--- src/rtl/uart_echo_core.sv ---
// uart_echo_core: 16x-oversampled UART (baud tick, RX, TX, TX FIFO) with
// runtime echo/host source selection, frame-error, overflow and level reporting.
// Optional feature macro: PARITY_EN adds an even-parity bit to every frame
// on both directions and a ParityErr pulse output.
module uart_echo_core #(
    parameter int unsigned BAUD_DIV  = 325,
    parameter int unsigned DATA_BITS = 8,
    parameter int unsigned FIFO_AW   = 4
) (
    input  logic                 Clk,
    input  logic                 Rst_n,
    input  logic                 Rx,
    output logic                 Tx,
    input  logic                 EchoEn,
    input  logic [DATA_BITS-1:0] TxData,
    input  logic                 TxValid,
    output logic                 TxReady,
    output logic [DATA_BITS-1:0] RxData,
    output logic                 RxDone,
    output logic                 FrameErr,
`ifdef PARITY_EN
    output logic                 ParityErr,
`endif
    output logic                 TxDone,
    output logic                 TxBusy,
    output logic                 Overflow,
    input  logic                 OvfClr,
    output logic [FIFO_AW:0]     Level
);

    localparam int unsigned CNT_W = (BAUD_DIV > 1) ? $clog2(BAUD_DIV) : 1;
    localparam int unsigned LVL_W = FIFO_AW + 1;
    localparam int unsigned DEPTH = 2 ** FIFO_AW;
    localparam int unsigned BIT_W = 4;
    localparam int unsigned OS_W  = 4;

    localparam logic [OS_W-1:0]  OS_MID  = OS_W'(7);
    localparam logic [OS_W-1:0]  OS_LAST = OS_W'(15);
    localparam logic [BIT_W-1:0] LAST_BIT = BIT_W'(DATA_BITS - 1);

    typedef enum logic [2:0] {
        RX_IDLE,
        RX_START,
        RX_DATA,
        RX_PAR,
        RX_STOP
    } rxState_t;

    typedef enum logic [2:0] {
        TX_IDLE,
        TX_WAIT,
        TX_START,
        TX_DATA,
        TX_PAR,
        TX_STOP
    } txState_t;

    // ------------------------------------------------------------------
    // Oversample tick
    // ------------------------------------------------------------------
    logic [CNT_W-1:0] baudCnt;
    logic             baudTick;

    assign baudTick = (baudCnt == CNT_W'(BAUD_DIV - 1));

    // Free-running divider, one tick every BAUD_DIV clocks.
    always_ff @(posedge Clk or negedge Rst_n) begin
        if (!Rst_n) begin
            baudCnt <= '0;
        end else if (baudTick) begin
            baudCnt <= '0;
        end else begin
            baudCnt <= baudCnt + CNT_W'(1);
        end
    end

    // ------------------------------------------------------------------
    // RX path
    // ------------------------------------------------------------------
    logic rxMeta;
    logic rxSync;

    // Two-flop synchroniser for the asynchronous serial input (idle high).
    always_ff @(posedge Clk or negedge Rst_n) begin
        if (!Rst_n) begin
            rxMeta <= 1'b1;
            rxSync <= 1'b1;
        end else begin
            rxMeta <= Rx;
            rxSync <= rxMeta;
        end
    end

    rxState_t             rxState;
    logic [OS_W-1:0]      rxTicks;
    logic [BIT_W-1:0]     rxBits;
    logic [DATA_BITS-1:0] rxShift;
`ifdef PARITY_EN
    logic                 rxParBit;
`endif

    // Receiver: mid-bit sampling driven by the oversample tick.
    always_ff @(posedge Clk or negedge Rst_n) begin
        if (!Rst_n) begin
            rxState   <= RX_IDLE;
            rxTicks   <= '0;
            rxBits    <= '0;
            rxShift   <= '0;
            RxData    <= '0;
            RxDone    <= 1'b0;
            FrameErr  <= 1'b0;
`ifdef PARITY_EN
            rxParBit  <= 1'b0;
            ParityErr <= 1'b0;
`endif
        end else begin
            RxDone    <= 1'b0;
            FrameErr  <= 1'b0;
`ifdef PARITY_EN
            ParityErr <= 1'b0;
`endif
            if (baudTick) begin
                case (rxState)
                    RX_IDLE: begin
                        if (!rxSync) begin
                            rxState <= RX_START;
                            rxTicks <= '0;
                        end
                    end
                    RX_START: begin
                        if (rxTicks == OS_MID) begin
                            rxTicks <= '0;
                            rxBits  <= '0;
                            rxState <= rxSync ? RX_IDLE : RX_DATA;
                        end else begin
                            rxTicks <= rxTicks + OS_W'(1);
                        end
                    end
                    RX_DATA: begin
                        if (rxTicks == OS_LAST) begin
                            rxTicks <= '0;
                            rxShift <= {rxSync, rxShift[DATA_BITS-1:1]};
                            rxBits  <= rxBits + BIT_W'(1);
                            if (rxBits == LAST_BIT) begin
`ifdef PARITY_EN
                                rxState <= RX_PAR;
`else
                                rxState <= RX_STOP;
`endif
                            end
                        end else begin
                            rxTicks <= rxTicks + OS_W'(1);
                        end
                    end
`ifdef PARITY_EN
                    RX_PAR: begin
                        if (rxTicks == OS_LAST) begin
                            rxTicks  <= '0;
                            rxParBit <= rxSync;
                            rxState  <= RX_STOP;
                        end else begin
                            rxTicks <= rxTicks + OS_W'(1);
                        end
                    end
`endif
                    RX_STOP: begin
                        if (rxTicks == OS_LAST) begin
                            rxTicks <= '0;
                            rxState <= RX_IDLE;
                            if (!rxSync) begin
                                FrameErr <= 1'b1;
`ifdef PARITY_EN
                            end else if (rxParBit != (^rxShift)) begin
                                ParityErr <= 1'b1;
`endif
                            end else begin
                                RxData <= rxShift;
                                RxDone <= 1'b1;
                            end
                        end else begin
                            rxTicks <= rxTicks + OS_W'(1);
                        end
                    end
                    default: begin
                        rxState <= RX_IDLE;
                        rxTicks <= '0;
                    end
                endcase
            end
        end
    end

    // ------------------------------------------------------------------
    // TX FIFO
    // ------------------------------------------------------------------
    logic [DATA_BITS-1:0] fifoMem [DEPTH];
    logic [LVL_W-1:0]     wrPtr;
    logic [LVL_W-1:0]     rdPtr;
    logic                 fifoFull;
    logic                 wrReq;
    logic                 wrEn;
    logic                 popEn;
    logic [DATA_BITS-1:0] wrData;
    txState_t             txState;

    assign Level    = wrPtr - rdPtr;
    assign fifoFull = (Level == LVL_W'(DEPTH));
    assign TxReady  = !EchoEn && !fifoFull;

    // Source select: received bytes in echo mode, host handshake otherwise.
    assign wrReq  = EchoEn ? RxDone : (TxValid && TxReady);
    assign wrData = EchoEn ? RxData : TxData;

    // A pop in the same cycle frees the slot, so a write while full still lands.
    assign popEn = (txState == TX_IDLE) && (Level != '0);
    assign wrEn  = wrReq && (!fifoFull || popEn);

    // Storage array; no reset needed since occupancy is tracked by the pointers.
    always_ff @(posedge Clk) begin
        if (wrEn) begin
            fifoMem[wrPtr[FIFO_AW-1:0]] <= wrData;
        end
    end

    // Pointer and sticky overflow bookkeeping; clear beats set.
    always_ff @(posedge Clk or negedge Rst_n) begin
        if (!Rst_n) begin
            wrPtr    <= '0;
            rdPtr    <= '0;
            Overflow <= 1'b0;
        end else begin
            if (wrEn) begin
                wrPtr <= wrPtr + LVL_W'(1);
            end
            if (popEn) begin
                rdPtr <= rdPtr + LVL_W'(1);
            end
            if (OvfClr) begin
                Overflow <= 1'b0;
            end else if (wrReq && fifoFull && !popEn) begin
                Overflow <= 1'b1;
            end
        end
    end

    // ------------------------------------------------------------------
    // TX path
    // ------------------------------------------------------------------
    logic [OS_W-1:0]      txTicks;
    logic [BIT_W-1:0]     txBits;
    logic [DATA_BITS-1:0] txShift;
`ifdef PARITY_EN
    logic                 txPar;
`endif

    // Transmitter: pops the FIFO head, aligns to a tick, then shifts LSB first.
    always_ff @(posedge Clk or negedge Rst_n) begin
        if (!Rst_n) begin
            txState <= TX_IDLE;
            txTicks <= '0;
            txBits  <= '0;
            txShift <= '0;
            Tx      <= 1'b1;
            TxBusy  <= 1'b0;
            TxDone  <= 1'b0;
`ifdef PARITY_EN
            txPar   <= 1'b0;
`endif
        end else begin
            TxDone <= 1'b0;
            case (txState)
                TX_IDLE: begin
                    Tx <= 1'b1;
                    if (popEn) begin
                        txShift <= fifoMem[rdPtr[FIFO_AW-1:0]];
`ifdef PARITY_EN
                        txPar   <= ^fifoMem[rdPtr[FIFO_AW-1:0]];
`endif
                        TxBusy  <= 1'b1;
                        txState <= TX_WAIT;
                    end
                end
                TX_WAIT: begin
                    if (baudTick) begin
                        Tx      <= 1'b0;
                        txTicks <= '0;
                        txState <= TX_START;
                    end
                end
                TX_START: begin
                    if (baudTick) begin
                        if (txTicks == OS_LAST) begin
                            txTicks <= '0;
                            txBits  <= '0;
                            Tx      <= txShift[0];
                            txShift <= txShift >> 1;
                            txState <= TX_DATA;
                        end else begin
                            txTicks <= txTicks + OS_W'(1);
                        end
                    end
                end
                TX_DATA: begin
                    if (baudTick) begin
                        if (txTicks == OS_LAST) begin
                            txTicks <= '0;
                            txBits  <= txBits + BIT_W'(1);
                            if (txBits == LAST_BIT) begin
`ifdef PARITY_EN
                                Tx      <= txPar;
                                txState <= TX_PAR;
`else
                                Tx      <= 1'b1;
                                txState <= TX_STOP;
`endif
                            end else begin
                                Tx      <= txShift[0];
                                txShift <= txShift >> 1;
                            end
                        end else begin
                            txTicks <= txTicks + OS_W'(1);
                        end
                    end
                end
`ifdef PARITY_EN
                TX_PAR: begin
                    if (baudTick) begin
                        if (txTicks == OS_LAST) begin
                            txTicks <= '0;
                            Tx      <= 1'b1;
                            txState <= TX_STOP;
                        end else begin
                            txTicks <= txTicks + OS_W'(1);
                        end
                    end
                end
`endif
                TX_STOP: begin
                    if (baudTick) begin
                        if (txTicks == OS_LAST) begin
                            txTicks <= '0;
                            TxDone  <= 1'b1;
                            TxBusy  <= 1'b0;
                            txState <= TX_IDLE;
                        end else begin
                            txTicks <= txTicks + OS_W'(1);
                        end
                    end
                end
                default: begin
                    Tx      <= 1'b1;
                    TxBusy  <= 1'b0;
                    txState <= TX_IDLE;
                end
            endcase
        end
    end

endmodule

--- config.mk ---
export PLATFORM = sky130hd
export DESIGN_NAME = uart_echo_core
export DESIGN_NICKNAME = d
export VERILOG_FILES = /design/src/rtl/uart_echo_core.sv
export SDC_FILE = /design/constraint.sdc
export NUM_CORES = 1
export LEC_CHECK = 0
export ABC_AREA = 1
export BUFFER_PORTS_ARGS = -buffer_cell sky130_fd_sc_hd__buf_4
export CELL_PAD_IN_SITES_DETAIL_PLACEMENT = 2
export CELL_PAD_IN_SITES_GLOBAL_PLACEMENT = 2
export CORE_UTILIZATION = 35
export DETAILED_ROUTE_END_ITERATION = 12
export GPL_ROUTABILITY_DRIVEN = 0
export PLACE_DENSITY = 0.67
export SETUP_SLACK_MARGIN = 0.5
export SLEW_MARGIN = 40
export SYNTH_ARGS = -nofsm -noshare
export SYNTH_HDL_FRONTEND = slang
export SYNTH_SLANG_ARGS = --single-unit
--- constraint.sdc ---
create_clock -name Clk -period 4.2 [get_ports Clk]
set_input_delay 0.21 -clock Clk [delete_from_list [all_inputs] [get_ports Clk]]
set_output_delay 0.21 -clock Clk [all_outputs]
set_load 0.01 [all_outputs]
Yosys cells after proc, flatten, opt, wreduce, memory -nomap -nowiden
Memory sizes are Yosys's and may differ from the RTL's.
Cells that the tools add are included.
{ "totals": {"reg_bits": 73, "ram_bits": 128, "out_inout_bits": 20, "wordCells": 162, "memories": 1} }
{ "memory_table": {"columns": ["name", "depth", "width", "rd", "rd_clocked_by_memory_dff", "write_ports", "line_no", "rtl"], "rows": [
  ["fifoMem", 16, 8, 1, 0, 1, "196", "logic [DATA_BITS-1:0] fifoMem [DEPTH];"]
]} }
{ "op_classes": {"addsub": 8, "eq_ne": 30, "n_mux": 69, "bitwise": 2, "reduce_logical": 32} }
{ "op_table": {"columns": ["cell", "count"], "rows": [
  ["8-bit two-way mux", 7],
  ["4-bit two-way mux", 12],
  ["3-bit two-way mux", 14],
  ["2-bit != test, second input constant", 15],
  ["1-bit two-way mux", 25],
  ["4-bit one-hot mux with 2 select lines", 3],
  ["8-bit one-hot mux with 3 select lines", 1],
  ["4-bit by 1-bit adder with 4-bit output, second input constant", 4],
  ["3-bit one-hot mux with 5 select lines", 1],
  ["4-bit by 3-bit == test with 1-bit output, second input constant", 3],
  ["3-bit one-hot mux with 4 select lines", 1],
  ["4-bit one-hot mux with 3 select lines", 1],
  ["4-bit AND reduction", 3],
  ["6-bit AND reduction", 2],
  ["5-bit by 1-bit adder with 5-bit output, second input constant", 2],
  ["9-bit by 1-bit adder with 9-bit output, second input constant", 1],
  ["3-bit by 2-bit == test with 1-bit output, second input constant", 3],
  ["9-bit == test, second input constant", 1],
  ["9-bit two-way mux", 1],
  ["9-bit AND reduction", 1],
  ["4-bit == test, second input constant", 2],
  ["2-bit nonzero test", 4],
  ["7-bit AND reduction", 1],
  ["3-bit by 1-bit == test with 1-bit output, second input constant", 2],
  ["other kinds (19)", 31]
]} }

Logic depth before layout (Yosys ltp)
{ "logic_depth": {"depth_word": 10, "ltp_mapped": 15} }

Worst setup path after synthesis
No wires, ideal clock.
{ "synth_path": {"path_kind": "register to register", "from": "reg rdPtr[1]", "to": "mem fifoMem[12][0] (enable)", "setup_time_ns": 0.370, "arrival_time_ns": 2.520, "setup_slack_ns": 1.310, "stages_incl_launch_ff": 12, "path_buffers": 2, "path_cell_list": "dfrtp_1 > clkinv_1 > buf_2 > fa_1 > xor2_1 > nor2_1 > nand3_1 > nand3_1 > nand2_1 > nand2_2 > buf_4 > nor2_1"} }
{ "synth_between": {"elab_chain_len": 9, "elab_cells_between_ends": 12} }
{ "synth_lines": {"columns": ["element", "line_no", "rtl"], "rows": [
  ["start, declared", "198", "logic [LVL_W-1:0] rdPtr;"],
  ["start signal, assigned", "236", "rdPtr <= rdPtr + LVL_W'(1);"],
  ["5-bit subtractor *", "206", "assign Level = wrPtr - rdPtr;"],
  ["via Level[2]", "28", "output logic [FIFO_AW:0] Level"],
  ["5-bit == test", "207", "assign fifoFull = (Level == LVL_W'(DEPTH));"],
  ["1-bit zero test", "208, 216", null],
  ["1-bit logical AND", "208", "assign TxReady = !EchoEn && !fifoFull;"],
  ["1-bit logical AND", "211", "assign wrReq = EchoEn ? RxDone : (TxValid && TxReady);"],
  ["1-bit two-way mux", "211", null],
  ["1-bit logical AND *", "216", "assign wrEn = wrReq && (!fifoFull || popEn);"],
  ["1-bit two-way mux *", "220", "if (wrEn) begin"],
  ["1-bit two-way mux (not written as such) *", "221", "fifoMem[wrPtr[FIFO_AW-1:0]] <= wrData;"],
  ["end, declared", "196", null]
]} }
Mark *: on every way through the listed nets, which the timed path passes. The rest lies on a longest branch.

Worst setup path in the final report
{ "layout_path": {"from": "reg rdPtr[2]", "to": "mem fifoMem[14][5] (enable)"} }
{ "layout_between": {"elab_chain_len": 9, "elab_cells_between_ends": 12} }
{ "layout_lines": {"columns": ["element", "line_no"], "rows": [
  ["5-bit subtractor *", "206"],
  ["5-bit == test", "207"],
  ["1-bit zero test", "208, 216"],
  ["1-bit logical AND", "208"],
  ["1-bit logical AND", "211"],
  ["1-bit two-way mux", "211"],
  ["1-bit logical AND *", "216"],
  ["1-bit two-way mux *", "220"],
  ["1-bit two-way mux (not written as such) *", "221"]
]} }
Every way passes the cells marked *; elsewhere a longest branch is shown, timed or not.

==> out/metrics.cfg <==
[cts]
numCtsBuffers=23
cts_max_level=1
cts_setup_buffers=0
clk_path_buf_depth=3
clkSinkCount=201
cts_tree=yes
worstSkewPairLatency_ns=0.52
path_clk_slew_ns=0.06
cts_root_buf=clkbuf_16

[synthesis]
synth.net_count=925
syn-cell-area_um2=9039
synth_edf_count=128
ys_seq_area_share_pct=62.78
synth_flop_cell=edfxtp_1
muxShareOfSynthArea_pct=0
synthAdderAreaFrac_pct=2.298
ys_warn_count=0
yosys.area_share.simple_pct=19.42
synth_xor_area_share_pct=1.647
synth_compound_area_share_pct=9.275
synth_top_family_by_area=simple AND/OR/NAND/NOR gates
async_flop_share_pct=36.32
synth_cell_type_count=42
ys_ff_latch=201
synthCells=895
syn_area_per_cell_um2=10.10

[timing]
timing.fmax_ghz=0.3083
layout_setup_ws_ns=0.9567
maxSlewHeadroom_pct=47.32
setup_tns_ns=0
clock_skew_ns=0.02441
rsz0062_at_grt=no
fin_crit_ns=3.243
hold_violations=0
tightestPinTransition_ns=0.7902
setup-violations-final=0
period_share_pct=77.22
finalHoldWorstSlack_ns=0.06711
slew_violations=0

[detailed_routing]
routed_wl_um=27970
num_vias=6620
drc=0
antenna_left=0
drt-pass1-iter-count=5
via_per_inst=5.176
drt_iter0_markers=334
wl_per_cell_um=21.87

[status]
status=completed

[setup_path]
reg2regPathDepth=11
crit_required_ns=4.39
reg2reg_from=rdPtr[2]
r2r-end=fifoMem[14][5]
rrSetupSlack_ns=0.96
startpoint_type=flip-flop
cp_max_fo=21
cp-end-kind=flip-flop
crit_type=reg2reg
arrival_ns=3.43

[power]
power_density_nw_per_um2=643.6
cellLeakagePower_nw=4.154
irDropWorstVdd_uv=322.4
power_mw=6.742

[global_route]
antenna_found_initial=2
grt_max_degree=74
grt_usage_pct=21.89
grt_overflow_total=0
grt_pass1_wl_um=43290
grt_pass1_vias=7356

[placement]
dp_cells=1234
hpwl_um=19090
io_buffers=33
pre_cts_slack_ns=0.3084
place_area_um2=9607

[cells_and_area]
drive_above_1_share_pct=14.01
n_antenna_cell=0
layout_commonest_cell=nand2_1
final_area_um2=10480
layout_common_cells=185 x nand2_1, 128 x edfxtp_1, 127 x nor2_1
syn_to_final_growth_pct=15.89
final_cells=1279
utilization_pct=41.48
num-nets-final=962

[floorplanning]
core.rowCount=58
fp.dieH_um=162.7
coreArea_um2=25250
design.portCount=34
fp.dieW_um=162.7
die_area_um2=26470
initial_utilization_pct=35.79

[min_path]
worstHoldStart=EchoEn
holdPathStages=3
hp-class=in2reg
hold_end=Overflow

[flow_run]
max_cap_violations=0

## cell families (layout without fill, tap and decap cells)
logic type,Yosys count,count (layout)
AO/OA/AOI/OAI,146,146
XOR/XNOR,17,17
adder cells (fa/ha/maj),16,16
buffers and inverters,97,151
flip-flops,201,201
AND/OR/NAND/NOR,418,418
## layer usage
| metal | track usage, % | part of all wire [%] | wire length [µm] | vias to the layer above |
|---|---|---|---|---|
| li1 | - | - | - | 3093 |
| met1 | 28.86 | 44 | 12210 | 3337 |
| met2 | 37.76 | 50 | 13930 | 146 |
| met3 | 3.030 | 4.5 | 1265 | 44 |
| met4 | 5.523 | 2.0 | 562 | 0 |
| met5 | 0 | 0 | 0 | - |
## final cells by class
cell class,count,area (µm²)
Timing Repair Buffer,42,326.6
Tap cell,330,412.9
Multi-Input combinational cell,597,3095
Sequential cell,201,5677
Clock inverter,12,96.34
Clock buffer,30,611.8
Inverter,67,255.2
Fill cell,2705,14780
## flip-flops by register name, indices dropped and copies added, names as in the netlist
name      flops
fifoMem     128
baudCnt       9
RxData        8
rxShift       8
txShift       8
rdPtr         5
wrPtr         5
rxBits        4
rxTicks       4
txBits        4
txTicks       4
rxState       3
txState       3
FrameErr      1
Overflow      1
RxDone        1
Tx            1
TxBusy        1
TxDone        1
rxMeta        1
rxSync        1
## report_power, final
| part | switching, mW | leakage, nW | total [mW] | internal (mW) |
|---|---|---|---|---|
| Sequential | 0.141 | 2.13 | 2.44 | 2.29 |
| Clock | 0.809 | 0.336 | 1.90 | 1.09 |
| Combinational | 1.69 | 1.69 | 2.41 | 0.715 |
## worst max-delay path by stage
stage / from / endpoint / cells past startpoint
after floorplan: rdPtr[1] / fifoMem[12][0] / 11
after global routing: rdPtr[2] / fifoMem[14][0] / 11
after CTS: rdPtr[2] / fifoMem[8][6] / 11
after detailed placement: rdPtr[2] / fifoMem[8][5] / 11
final: rdPtr[2] / fifoMem[14][5] / 11
after global placement: rdPtr[2] / fifoMem[13][3] / 11
## worst max-delay path: stages, from the launching register on
cell	delay, ns
dfrtp_2	0.54
clkinvlp_4	0.28
ha_1	0.40
a21oi_1	0.22
nand2_1	0.07
nand2_1	0.06
nand2_1	0.09
nand3_1	0.13
nand3_1	0.08
nand2_1	0.22
nand2_4	0.38
nor2_4	0.40
## synth_stat cells, types with 2 or more instances
cell type | number | area share [%]
nor3_1 | 7 | 0.39
dfstp_2 | 3 | 0.87
o211ai_1 | 16 | 1.3
nor2_1 | 143 | 5.9
o21ai_0 | 73 | 4.0
a21o_1 | 2 | 0.17
o21ai_2 | 8 | 0.78
xnor2_1 | 4 | 0.39
nand2_2 | 7 | 0.48
buf_2 | 13 | 0.72
nand2_1 | 193 | 8.0
clkinv_1 | 4 | 0.17
o21ai_1 | 6 | 0.33
a21oi_1 | 31 | 1.7
buf_1 | 2 | 0.083
xor2_1 | 13 | 1.3
nand3_1 | 54 | 3.0
edfxtp_1 | 128 | 43
dfrtp_1 | 70 | 19
ha_1 | 15 | 2.1
nand3_2 | 3 | 0.33
clkbuf_1 | 9 | 0.37
inv_2 | 4 | 0.17
o31ai_1 | 5 | 0.42
buf_6 | 3 | 0.37
buf_4 | 3 | 0.25
nand4_1 | 2 | 0.14
nor3_4 | 2 | 0.36
inv_1 | 59 | 2.5
## repair_timing
| action | 4_1_cts | 5_1_grt |
|---|---|---|
| gates resized for setup | 0 | 35 |
| hold buffers | 3 | 0 |
| endpoints found under the setup margin | 128 | 128 |
| endpoints found under the hold margin | 72 | 0 |
Power figures use the tool's default switching activity.
